===== src/rtl/alu_rs_if.sv =====
// rv32i_types: ALU operation encoding shared by the station and its bench.
// alu_rs_if:   groups the dispatch, CDB snoop, issue and status signals of
//              the ALU reservation station.
//   slave  modport - the station itself
//   master modport - the dispatch/CDB/ALU environment driving the station
//   flush          - synchronous clear of every entry
//   dispatch_*     - valid/ready handshake carrying a new op and its operands
//   cdb_*          - common data bus broadcast (valid, tag, data)
//   issue_*        - valid/ready handshake presenting the oldest ready op
//   count          - number of occupied entries

package rv32i_types;
    typedef enum logic [2:0] {
        alu_add = 3'b000,
        alu_sll = 3'b001,
        alu_sra = 3'b010,
        alu_sub = 3'b011,
        alu_xor = 3'b100,
        alu_srl = 3'b101,
        alu_or  = 3'b110,
        alu_and = 3'b111
    } alu_ops;
endpackage

interface alu_rs_if #(
    parameter int DEPTH = 4,
    parameter int TAG_W = 3
);
    localparam int CNT_W = $clog2(DEPTH + 1);

    logic                  flush;

    logic                  dispatch_valid;
    logic                  dispatch_ready;
    rv32i_types::alu_ops   dispatch_aluop;
    logic [TAG_W-1:0]      dispatch_tag;
    logic [31:0]           dispatch_vj;
    logic [TAG_W-1:0]      dispatch_qj;
    logic                  dispatch_rj;
    logic [31:0]           dispatch_vk;
    logic [TAG_W-1:0]      dispatch_qk;
    logic                  dispatch_rk;

    logic                  cdb_valid;
    logic [TAG_W-1:0]      cdb_tag;
    logic [31:0]           cdb_data;

    logic                  issue_valid;
    logic                  issue_ready;
    rv32i_types::alu_ops   issue_aluop;
    logic [31:0]           issue_a;
    logic [31:0]           issue_b;
    logic [TAG_W-1:0]      issue_tag;

    logic [CNT_W-1:0]      count;

    modport slave (
        input  flush,
        input  dispatch_valid, dispatch_aluop, dispatch_tag,
        input  dispatch_vj, dispatch_qj, dispatch_rj,
        input  dispatch_vk, dispatch_qk, dispatch_rk,
        output dispatch_ready,
        input  cdb_valid, cdb_tag, cdb_data,
        output issue_valid, issue_aluop, issue_a, issue_b, issue_tag,
        input  issue_ready,
        output count
    );

    modport master (
        output flush,
        output dispatch_valid, dispatch_aluop, dispatch_tag,
        output dispatch_vj, dispatch_qj, dispatch_rj,
        output dispatch_vk, dispatch_qk, dispatch_rk,
        input  dispatch_ready,
        output cdb_valid, cdb_tag, cdb_data,
        input  issue_valid, issue_aluop, issue_a, issue_b, issue_tag,
        output issue_ready,
        input  count
    );
endinterface


===== src/rtl/alu_rs.sv =====
// alu_rs: reservation station in front of the integer ALU.
// Collapsing queue of DEPTH entries; index 0 always holds the oldest op.
// Entries wait for missing operands by snooping the CDB and the oldest
// entry with both operands present is offered to the ALU.
//   clk  - clock
//   rst  - asynchronous, active-high reset
//   bus  - alu_rs_if.slave: flush, dispatch handshake, CDB snoop,
//          issue handshake and occupancy count

module alu_rs #(
    parameter int DEPTH = 4,
    parameter int TAG_W = 3
) (
    input logic     clk,
    input logic     rst,
    alu_rs_if.slave bus
);
    import rv32i_types::*;

    localparam int CNT_W = $clog2(DEPTH + 1);
    localparam int IDX_W = (DEPTH > 1) ? $clog2(DEPTH) : 1;

    typedef struct packed {
        logic             valid;
        alu_ops           aluop;
        logic [TAG_W-1:0] tag;
        logic [31:0]      vj;
        logic [TAG_W-1:0] qj;
        logic             rj;
        logic [31:0]      vk;
        logic [TAG_W-1:0] qk;
        logic             rk;
    } entry_t;

    entry_t           ent_q [DEPTH];
    entry_t           ent_d [DEPTH];
    logic [CNT_W-1:0] count_q;
    logic [CNT_W-1:0] count_d;

    logic [DEPTH-1:0] ready;
    logic             sel_found;
    logic [IDX_W-1:0] sel_idx;
    alu_ops           sel_aluop;
    logic [31:0]      sel_a;
    logic [31:0]      sel_b;
    logic [TAG_W-1:0] sel_tag;

    logic             issue_fire;
    logic             disp_fire;
    logic             disp_ready;
    int               wr_pos;

    // Readiness looks only at registered state, so a CDB wakeup becomes
    // visible to issue one cycle after the broadcast.
    always_comb begin
        for (int i = 0; i < DEPTH; i++) begin
            ready[i] = ent_q[i].valid && ent_q[i].rj && ent_q[i].rk;
        end
    end

    // Scan from the top down so the lowest (oldest) ready index wins.
    always_comb begin
        sel_found = 1'b0;
        sel_idx   = '0;
        sel_aluop = alu_add;
        sel_a     = '0;
        sel_b     = '0;
        sel_tag   = '0;
        for (int i = DEPTH - 1; i >= 0; i--) begin
            if (ready[i]) begin
                sel_found = 1'b1;
                sel_idx   = IDX_W'(i);
                sel_aluop = ent_q[i].aluop;
                sel_a     = ent_q[i].vj;
                sel_b     = ent_q[i].vk;
                sel_tag   = ent_q[i].tag;
            end
        end
    end

    // No credit for a same-cycle issue: ready depends on the stored count.
    assign disp_ready = (count_q < CNT_W'(DEPTH));
    assign issue_fire = sel_found && bus.issue_ready;
    assign disp_fire  = bus.dispatch_valid && disp_ready;

    // The new op goes into the first free slot after the collapse.
    assign wr_pos = int'(count_q) - (issue_fire ? 1 : 0);

    always_comb begin
        for (int i = 0; i < DEPTH; i++) begin
            ent_d[i] = ent_q[i];
        end

        // Collapse: everything at or above the issued slot moves down one.
        if (issue_fire) begin
            for (int i = 0; i < DEPTH; i++) begin
                if (i >= int'(sel_idx)) begin
                    if (i < DEPTH - 1) begin
                        ent_d[i] = ent_q[(i < DEPTH - 1) ? i + 1 : i];
                    end else begin
                        ent_d[i] = '0;
                    end
                end
            end
        end

        if (disp_fire) begin
            for (int i = 0; i < DEPTH; i++) begin
                if (i == wr_pos) begin
                    ent_d[i].valid = 1'b1;
                    ent_d[i].aluop = bus.dispatch_aluop;
                    ent_d[i].tag   = bus.dispatch_tag;
                    ent_d[i].vj    = bus.dispatch_vj;
                    ent_d[i].qj    = bus.dispatch_qj;
                    ent_d[i].rj    = bus.dispatch_rj;
                    ent_d[i].vk    = bus.dispatch_vk;
                    ent_d[i].qk    = bus.dispatch_qk;
                    ent_d[i].rk    = bus.dispatch_rk;
                end
            end
        end

        // Snoop after shift and write so the capture lands on each entry's
        // final slot; this also covers a freshly dispatched operand whose
        // producer broadcasts in the same cycle.
        if (bus.cdb_valid) begin
            for (int i = 0; i < DEPTH; i++) begin
                if (ent_d[i].valid) begin
                    if (!ent_d[i].rj && (ent_d[i].qj == bus.cdb_tag)) begin
                        ent_d[i].vj = bus.cdb_data;
                        ent_d[i].rj = 1'b1;
                    end
                    if (!ent_d[i].rk && (ent_d[i].qk == bus.cdb_tag)) begin
                        ent_d[i].vk = bus.cdb_data;
                        ent_d[i].rk = 1'b1;
                    end
                end
            end
        end

        if (bus.flush) begin
            for (int i = 0; i < DEPTH; i++) begin
                ent_d[i].valid = 1'b0;
            end
        end
    end

    always_comb begin
        count_d = count_q;
        if (bus.flush) begin
            count_d = '0;
        end else if (disp_fire && !issue_fire) begin
            count_d = count_q + CNT_W'(1);
        end else if (!disp_fire && issue_fire) begin
            count_d = count_q - CNT_W'(1);
        end
    end

    always_ff @(posedge clk or posedge rst) begin
        if (rst) begin
            for (int i = 0; i < DEPTH; i++) begin
                ent_q[i] <= '0;
            end
            count_q <= '0;
        end else begin
            for (int i = 0; i < DEPTH; i++) begin
                ent_q[i] <= ent_d[i];
            end
            count_q <= count_d;
        end
    end

    assign bus.dispatch_ready = disp_ready;
    assign bus.issue_valid    = sel_found;
    assign bus.issue_aluop    = sel_aluop;
    assign bus.issue_a        = sel_a;
    assign bus.issue_b        = sel_b;
    assign bus.issue_tag      = sel_tag;
    assign bus.count          = count_q;

endmodule


===== src/flat_wrapper.sv =====
// flat-port wrapper written by rule: the top's interface ports become plain ports
module alu_rs_flat import rv32i_types::*;
#(
    parameter int DEPTH = 4,
    parameter int TAG_W = 3
)
  (clk, rst, bus_flush, bus_dispatch_valid, bus_dispatch_aluop, bus_dispatch_tag, bus_dispatch_vj, bus_dispatch_qj, bus_dispatch_rj, bus_dispatch_vk, bus_dispatch_qk, bus_dispatch_rk, bus_dispatch_ready, bus_cdb_valid, bus_cdb_tag, bus_cdb_data, bus_issue_valid, bus_issue_aluop, bus_issue_a, bus_issue_b, bus_issue_tag, bus_issue_ready, bus_count);
  alu_rs_if #(.DEPTH(DEPTH), .TAG_W(TAG_W)) bus_i ();
  input logic clk;
  input logic rst;
  input wire logic [$bits(bus_i.flush)-1:0] bus_flush;
  input wire logic [$bits(bus_i.dispatch_valid)-1:0] bus_dispatch_valid;
  input wire logic [$bits(bus_i.dispatch_aluop)-1:0] bus_dispatch_aluop;
  input wire logic [$bits(bus_i.dispatch_tag)-1:0] bus_dispatch_tag;
  input wire logic [$bits(bus_i.dispatch_vj)-1:0] bus_dispatch_vj;
  input wire logic [$bits(bus_i.dispatch_qj)-1:0] bus_dispatch_qj;
  input wire logic [$bits(bus_i.dispatch_rj)-1:0] bus_dispatch_rj;
  input wire logic [$bits(bus_i.dispatch_vk)-1:0] bus_dispatch_vk;
  input wire logic [$bits(bus_i.dispatch_qk)-1:0] bus_dispatch_qk;
  input wire logic [$bits(bus_i.dispatch_rk)-1:0] bus_dispatch_rk;
  output wire logic [$bits(bus_i.dispatch_ready)-1:0] bus_dispatch_ready;
  input wire logic [$bits(bus_i.cdb_valid)-1:0] bus_cdb_valid;
  input wire logic [$bits(bus_i.cdb_tag)-1:0] bus_cdb_tag;
  input wire logic [$bits(bus_i.cdb_data)-1:0] bus_cdb_data;
  output wire logic [$bits(bus_i.issue_valid)-1:0] bus_issue_valid;
  output wire logic [$bits(bus_i.issue_aluop)-1:0] bus_issue_aluop;
  output wire logic [$bits(bus_i.issue_a)-1:0] bus_issue_a;
  output wire logic [$bits(bus_i.issue_b)-1:0] bus_issue_b;
  output wire logic [$bits(bus_i.issue_tag)-1:0] bus_issue_tag;
  input wire logic [$bits(bus_i.issue_ready)-1:0] bus_issue_ready;
  output wire logic [$bits(bus_i.count)-1:0] bus_count;
  assign bus_i.flush = bus_flush;
  assign bus_i.dispatch_valid = bus_dispatch_valid;
  assign bus_i.dispatch_aluop = bus_dispatch_aluop;
  assign bus_i.dispatch_tag = bus_dispatch_tag;
  assign bus_i.dispatch_vj = bus_dispatch_vj;
  assign bus_i.dispatch_qj = bus_dispatch_qj;
  assign bus_i.dispatch_rj = bus_dispatch_rj;
  assign bus_i.dispatch_vk = bus_dispatch_vk;
  assign bus_i.dispatch_qk = bus_dispatch_qk;
  assign bus_i.dispatch_rk = bus_dispatch_rk;
  assign bus_dispatch_ready = bus_i.dispatch_ready;
  assign bus_i.cdb_valid = bus_cdb_valid;
  assign bus_i.cdb_tag = bus_cdb_tag;
  assign bus_i.cdb_data = bus_cdb_data;
  assign bus_issue_valid = bus_i.issue_valid;
  assign bus_issue_aluop = bus_i.issue_aluop;
  assign bus_issue_a = bus_i.issue_a;
  assign bus_issue_b = bus_i.issue_b;
  assign bus_issue_tag = bus_i.issue_tag;
  assign bus_i.issue_ready = bus_issue_ready;
  assign bus_count = bus_i.count;
  alu_rs #(.DEPTH(DEPTH), .TAG_W(TAG_W)) u_core (.clk(clk), .rst(rst), .bus(bus_i));
endmodule

===== config.mk =====
export PLATFORM = sky130hd
export DESIGN_NAME = alu_rs_flat
export DESIGN_NICKNAME = d
export VERILOG_FILES = /design/src/rtl/alu_rs_if.sv /design/src/rtl/alu_rs.sv /design/src/flat_wrapper.sv
export SDC_FILE = /design/constraint.sdc
export NUM_CORES = 1
export LEC_CHECK = 0
export ABC_CLOCK_PERIOD_IN_PS = 13950
export CAP_MARGIN = 20
export CORE_UTILIZATION = 58
export CTS_CLUSTER_SIZE = 10
export DETAILED_ROUTE_END_ITERATION = 6
export GPL_ROUTABILITY_DRIVEN = 0
export HOLD_SLACK_MARGIN = 0.1
export PLACE_DENSITY = 0.86
export SKIP_LAST_GASP = 1
export SYNTH_ARGS = -nofsm -noshare
export SYNTH_HDL_FRONTEND = slang
export SYNTH_SLANG_ARGS = --single-unit

===== constraint.sdc =====
create_clock -name clk -period 13.95 [get_ports clk]
set_input_delay 2.0925 -clock clk [delete_from_list [all_inputs] [get_ports clk]]
set_output_delay 2.0925 -clock clk [all_outputs]
set_load 0.01 [all_outputs]

==> flow_metrics.tcl, run 1 <==
set metrics [dict create \
    reg2regPathDepth 14 \
    io_pins 194 \
    rr_startpoint "u_core.ent_q[273]" \
    finalHoldViolations 0 \
    clock-sinks 319 \
    port_buffers 193 \
    critPathKind "in -> reg" \
    htree_num_levels 2 \
    fmax_mhz 128 \
    period_needed_ns 7.80 \
    arrival_ns 8.20 \
    synthTopCellsByArea "dfrtp_1, mux2_2, nand2_1" \
    setup_viol_count_final 0 \
    setup_tns_ns 0 \
    grt_max_degree 128 \
    worst_slack_ns 6.15 \
    cts_resized 0 \
    track_usage_pct 36.2 \
    grt_pass1_vias 18400 \
    fillers 2438 \
    grt_pass1_wl_um 97100 \
    max_slew_margin_pct 23.8 \
    clock_latency_ns 0.53 \
    leakage_uw 0.0104 \
    holdPathEnd "u_core.ent_q[74]" \
    yosysUniqueCellTypes 52 \
    tritoncts "done" \
    drc 13 \
    peakVddDrop_mv 0.130 \
    post_drt_wl_per_cell_um 23.3 \
    fp.dieW_um 186 \
    critical_path_required_ns 14.35 \
    syn_area_um2 19600 \
    synth.top_cell.area_share_pct 40.8 \
    drv_slew 0 \
    cts_buffers 38 \
    tightest_slew_ns 1.14 \
    synth_commonest_cells "nand2_1, dfrtp_1, o21ai_0, mux2_2, nor2_1" \
    timing.final.crit_share_pct 55.9 \
    avgSynthCellArea_um2 9.11 \
    clockBufferDepth 3 \
    synth.most_common_cell "nand2_1" \
    worstPathMaxFanout 94 \
    routed_wirelength_um 62200 \
    root_buffer "clkbuf_16" \
    antenna_found_initial 1 \
    syn_nets 2271 \
    rsz0062_at_grt "no" \
    firstDrtPassIters 7 \
    reg2reg_to "u_core.ent_q[187]" \
    dr_total_vias 18200 \
    syn2layout_area_growth_pct 15.5 \
    endpoint_kind "flop" \
    ys_warn_count 0 \
    start_kind "input pin" \
    die_y_um 186 \
    powerDensity_nw_per_um2 202 \
    viasPerCell 6.80 \
    dp_hpwl_um 34400 \
    ant_nets 0 \
    dieArea_um2 34500 \
    hold_buffers 0 \
    fin_skew_ns 0.0168 \
    clk_pin_slew_worst_paths_ns 0.05 \
    cap_violations 0 \
    layout-drive-gt1-share_pct 13.4 \
    fin_total_pwr_uw 4570 \
    rrSetupSlack_ns 7.23 \
    coreArea_um2 32900 \
    violations "DRC" \
    overflow 0 \
    drt-initial-drc-count 2324 \
    outcome "finished with violations" \
    start_util_pct 59.6 \
    holdPathStages 1 \
    synth_edf_count 0 \
    hp-start "u_core.ent_q[74]" \
    preCtsSetupSlack_ns 5.80 \
    ys.flop_type "dfrtp_1" \
    final_nets 2343 \
    syn_inst 2148 \
    row_count 66 \
    yosysSeqAreaShare_pct 40.8 \
    cts_setup_buffers 0 \
    synth_top_area_cell "dfrtp_1" \
    hold_path_class "reg -> reg" \
    async_reset_ff_share_pct 100 \
    ys_ff_latch 319 \
]
-- per-layer routing --
metal  routed length [um]  vias to the layer above  share of wire [%]  global-route usage, %
met5                    0                        -                  0                      0
met4                 2630                        0                4.2                   19.8
met3                 6950                      230                 11                   7.34
met2                29400                     1326                 47                   59.0
met1                23300                     8822                 37                   45.0
li1                     -                     7772                  -                      -
-- worst max-delay path: stages --
cell             delay, ns
clkdlybuf4s50_1       0.62
o41ai_4               0.14
inv_1                 0.16
ha_1                  0.24
nor2b_1               0.14
ha_1                  0.28
nand4bb_1             0.41
a211oi_4              0.32
buf_4                 0.62
buf_4                 0.85
o21ai_0               0.33
xor2_1                0.22
or4_2                 1.22
mux2_2                0.46
-- area by class of cell --
| type | count | area, um^2 | share of cell area [%] |
|---|---|---|---|
| Clock buffer | 46 | 1050 | 4.66 |
| Inverter | 6 | 30.0 | 0.133 |
| Sequential cell | 319 | 7980 | 35.3 |
| Multi-Input combinational cell | 1634 | 10800 | 47.8 |
| Timing Repair Buffer | 221 | 2170 | 9.58 |
| Antenna cell | 1 | 2.50 | 0.0111 |
| Tap cell | 442 | 553 | 2.45 |
| Clock inverter | 1 | 7.51 | 0.0332 |
-- power by group --
part	switching [uW]	internal, uW	leakage [uW]
Clock	372	524	0.000517
Sequential	309	1350	0.00389
Combinational	1060	956	0.00601
Total	1740	2830	0.0104
-- flip-flops by register name, indices dropped and copies added, names as in the netlist --
| register | count |
|---|---|
| u_core.bus.count | 3 |
| u_core.ent_q | 316 |
-- worst max-delay path by stage --
stage	from	end	slack (ns)	cells past startpoint
3_5_place_dp	bus_issue_ready	u_core.ent_q[189]	5.80	14
2_1_floorplan	rst	u_core.bus.count[0]	3.03	1
6_report	bus_issue_ready	u_core.ent_q[187]	6.15	14
5_1_grt	bus_issue_ready	u_core.ent_q[186]	5.89	14
4_1_cts	bus_issue_ready	u_core.ent_q[191]	6.29	14
3_3_place_gp	bus_issue_ready	u_core.ent_q[182]	5.99	14
-- cell families after synthesis --
logic type	share of synthesized area [%]
muxes	23.2
adders and majority gates	0.294
AOI/OAI and AO/OA	15.7
buffers and inverters	4.33
and+or+nand+nor	14.7
xor gates and xnor gates	1.07
DFF	40.8
-- cells in the final DEF (no fill, tap or decap), types with 5 or more instances in the layout --
master	instances
nand2_1	433
dfrtp_1	319
o21ai_0	216
mux2_2	205
clkdlybuf4s50_1	193
nor2_1	154
mux2i_1	150
a21oi_1	82
a31oi_1	78
a221o_1	70
nand3_1	64
mux2_1	63
clkbuf_16	41
buf_4	26
xor2_1	18
nand4_1	13
a22o_1	12
xnor2_1	6
inv_1	5
nor2b_1	5
-- stage by stage --
step / instances / hold WS (ns) / util [%] / instance area [um^2]
floorplan: 2148 / 0.489 / - / 19600
CTS: 2667 / 0.534 / 68.7 / 22600
detailed placement: 2620 / 0.521 / 65.5 / 21500
global placement: 2620 / 0.507 / 65.5 / 21500
finish: 2670 / 0.540 / 68.8 / 22600
global route: 2669 / 0.556 / 68.8 / 22600
No activity file was read; power rests on OpenSTA's default activity.
==> inputs of run 2 (changes only) <==
ABC_CLOCK_PERIOD_IN_PS = 8100   (was 13950)
clock period = 8.1 ns   (was 13.95 ns; I/O delays follow)
==> run 2 against run 1 <==
Compared with the run above:
- the flow now finishes without violations
- final cell count barely moved
- combinational power rose by 70%
- worst hold slack got worse by 0.0066 ns
- critical path type unchanged
==> flow_metrics.tcl, run 2 (same netlist as run 1, synthesis figures left out) <==
set metrics [dict create \
    dieArea_um2 34500 \
    powerDensity_nw_per_um2 347 \
    cpMostUsedCell "ha_1" \
    postPlaceCellArea_um2 21500 \
    cts_resized 0 \
    leakage_uw 0.0104 \
    hp-start "u_core.ent_q[75]" \
    grt_pass1_wl_um 93400 \
    rsz0062_at_grt "no" \
    drv_slew 0 \
    fin_skew_ns 0.0157 \
    timing.final.crit_share_pct 77.3 \
    post_drt_wl_per_cell_um 22.4 \
    fin_hold_ws_ns 0.533 \
    stdcell_count 2669 \
    path_cells "clkdlybuf4s50_1 > o41ai_4 > inv_1 > ha_1 > nor2b_1 > ha_1 > nand4bb_1 > a211oi_4 > buf_4 > nand2_1 > o21ai_0 > xor2_1 > or4_2 > mux2_2" \
    fin_area_um2 22600 \
    layout-drive-gt1-share_pct 13.3 \
    mostFrequentLayoutCell "nand2_1" \
    largest_register_ffs 316 \
    hold_path_class "reg -> reg" \
    worstPathMaxFanout 45 \
    antenna_found_initial 1 \
    clockBufferDepth 3 \
    crit_buf_inv 3 \
    cts_setup_buffers 0 \
    syn2layout_area_growth_pct 15.5 \
    htree_num_levels 2 \
    firstDrtPassIters 6 \
    max_slew_margin_pct 24.6 \
    crit_start "bus_issue_ready" \
    final_nets 2340 \
    fmax_mhz 160 \
    drc 0 \
    root_buffer "clkbuf_16" \
    hold_buffers 0 \
    ant_nets 0 \
    die_y_um 186 \
    dp_cells 2619 \
    switching_share_pct 37.7 \
    tightest_slew_ns 1.13 \
    largest_register "u_core.ent_q" \
    fin_util_pct 68.8 \
    p_clk_share_pct 20.0 \
    grt_max_degree 195 \
    p_int_uw 4890 \
    io_pins 194 \
    crit_family "simple AND/OR/NAND/NOR gates" \
    dp_hpwl_um 33900 \
    tritoncts "done" \
    outcome "complete, no violations" \
    row_count 66 \
    critical_path_required_ns 8.50 \
    cts_buffers 38 \
    cap_violations 0 \
    critPathKind "in -> reg" \
    crit_slowest_cell "or4_2" \
    routed_wirelength_um 59900 \
    p_sw_uw 2960 \
    port_buffers 193 \
    drt-initial-drc-count 1791 \
    start_kind "input pin" \
    p_comb_share_pct 43.5 \
    track_usage_pct 34.6 \
    setup_tns_ns 0 \
    rr_startpoint "u_core.ent_q[273]" \
    arrival_ns 6.66 \
    coreArea_um2 32900 \
    rrSetupSlack_ns 2.05 \
    grt_pass1_vias 17800 \
    finalHoldViolations 0 \
    clock-sinks 319 \
    slowest_delay_ns 1.19 \
    endpoint_kind "flop" \
    final_cell_mix "nand2_1, dfrtp_1, o21ai_0" \
    pwr-share-seq_pct 36.5 \
    dr_total_vias 17700 \
    setup_viol_count_final 0 \
    fillers 2437 \
    overflow 0 \
    period_needed_ns 6.26 \
    peakVddDrop_mv 0.202 \
    clk_pin_slew_worst_paths_ns 0.06 \
    fp.dieW_um 186 \
    start_util_pct 59.6 \
    viasPerCell 6.65 \
    clock_latency_ns 0.52 \
]
## run 2: cell types whose count changed in the layout (fill, tap and decap cells not counted)
cell / before / now
buf_4: 26 / 24
clkbuf_8: 1 / 3
buf_12: 0 / 1
buf_16: 1 / 0
buf_6: 1 / 0
clkbuf_1: 4 / 5
inv_8: 1 / 0
nand3_2: 1 / 0
nand3_4: 1 / 2
## run 2: routing by layer
| layer | vias up | global-route usage [%] | routed length, um |
|---|---|---|---|
| met2 | 1182 | 57.6 | 28600 |
| met1 | 8570 | 42.6 | 22400 |
| li1 | 7783 | - | - |
| met3 | 214 | 6.38 | 6250 |
| met4 | 0 | 18.7 | 2590 |
| met5 | - | 0 | 0 |
## run 2: power groups by stage
| stage | registers [uW] | clock network [uW] | logic [uW] |
|---|---|---|---|
| finish | 2870 | 1570 | 3410 |
| global route | 2930 | 1640 | 3700 |
| CTS | 2830 | 1570 | 3360 |
| detailed placement | 2850 | 0 | 3330 |
| global placement | 2800 | 0 | 3130 |
| floorplan | 2710 | 0 | 2510 |
## run 2: cell type report
class                      instances  area, um^2  area share [%]
clock buffer                      49        1090            4.80
antenna                            1        2.50          0.0111
timing repair buffer             218        2130            9.43
sequential                       319        7980            35.3
multi-input combinational       1634       10800            47.9
tap                              442         553            2.45
inverter                           6        26.3           0.116
## run 2: final timing paths
path,end,depth (start not counted)
setup reg to reg,u_core.ent_q[176],14
max in group asynchronous,u_core.ent_q[268],4
hold reg to reg,u_core.ent_q[75],1
hold / removal,u_core.ent_q[75],1
min in group asynchronous,u_core.ent_q[205],3
setup / recovery,u_core.ent_q[176],14
## run 2: stage by stage
step                      total power, uW  setup slack (ns)
after floorplan                      5210              2.63
after global placement               5930              1.64
after detailed placement             6180              1.45
after CTS                            7770              1.91
after global routing                 8270              1.60
final                                7850              1.84
## run 2: worst register-to-register path: stages (launching register included)
cell	delay, ns
dfrtp_1	0.42
and3_4	0.41
o41ai_4	0.44
inv_1	0.17
ha_1	0.23
nor2b_1	0.14
ha_1	0.28
nand4bb_1	0.43
a211oi_4	0.80
buf_4	0.54
nand2_1	0.09
o21ai_0	0.13
xor2_1	0.14
or4_2	1.19
mux2_2	0.53
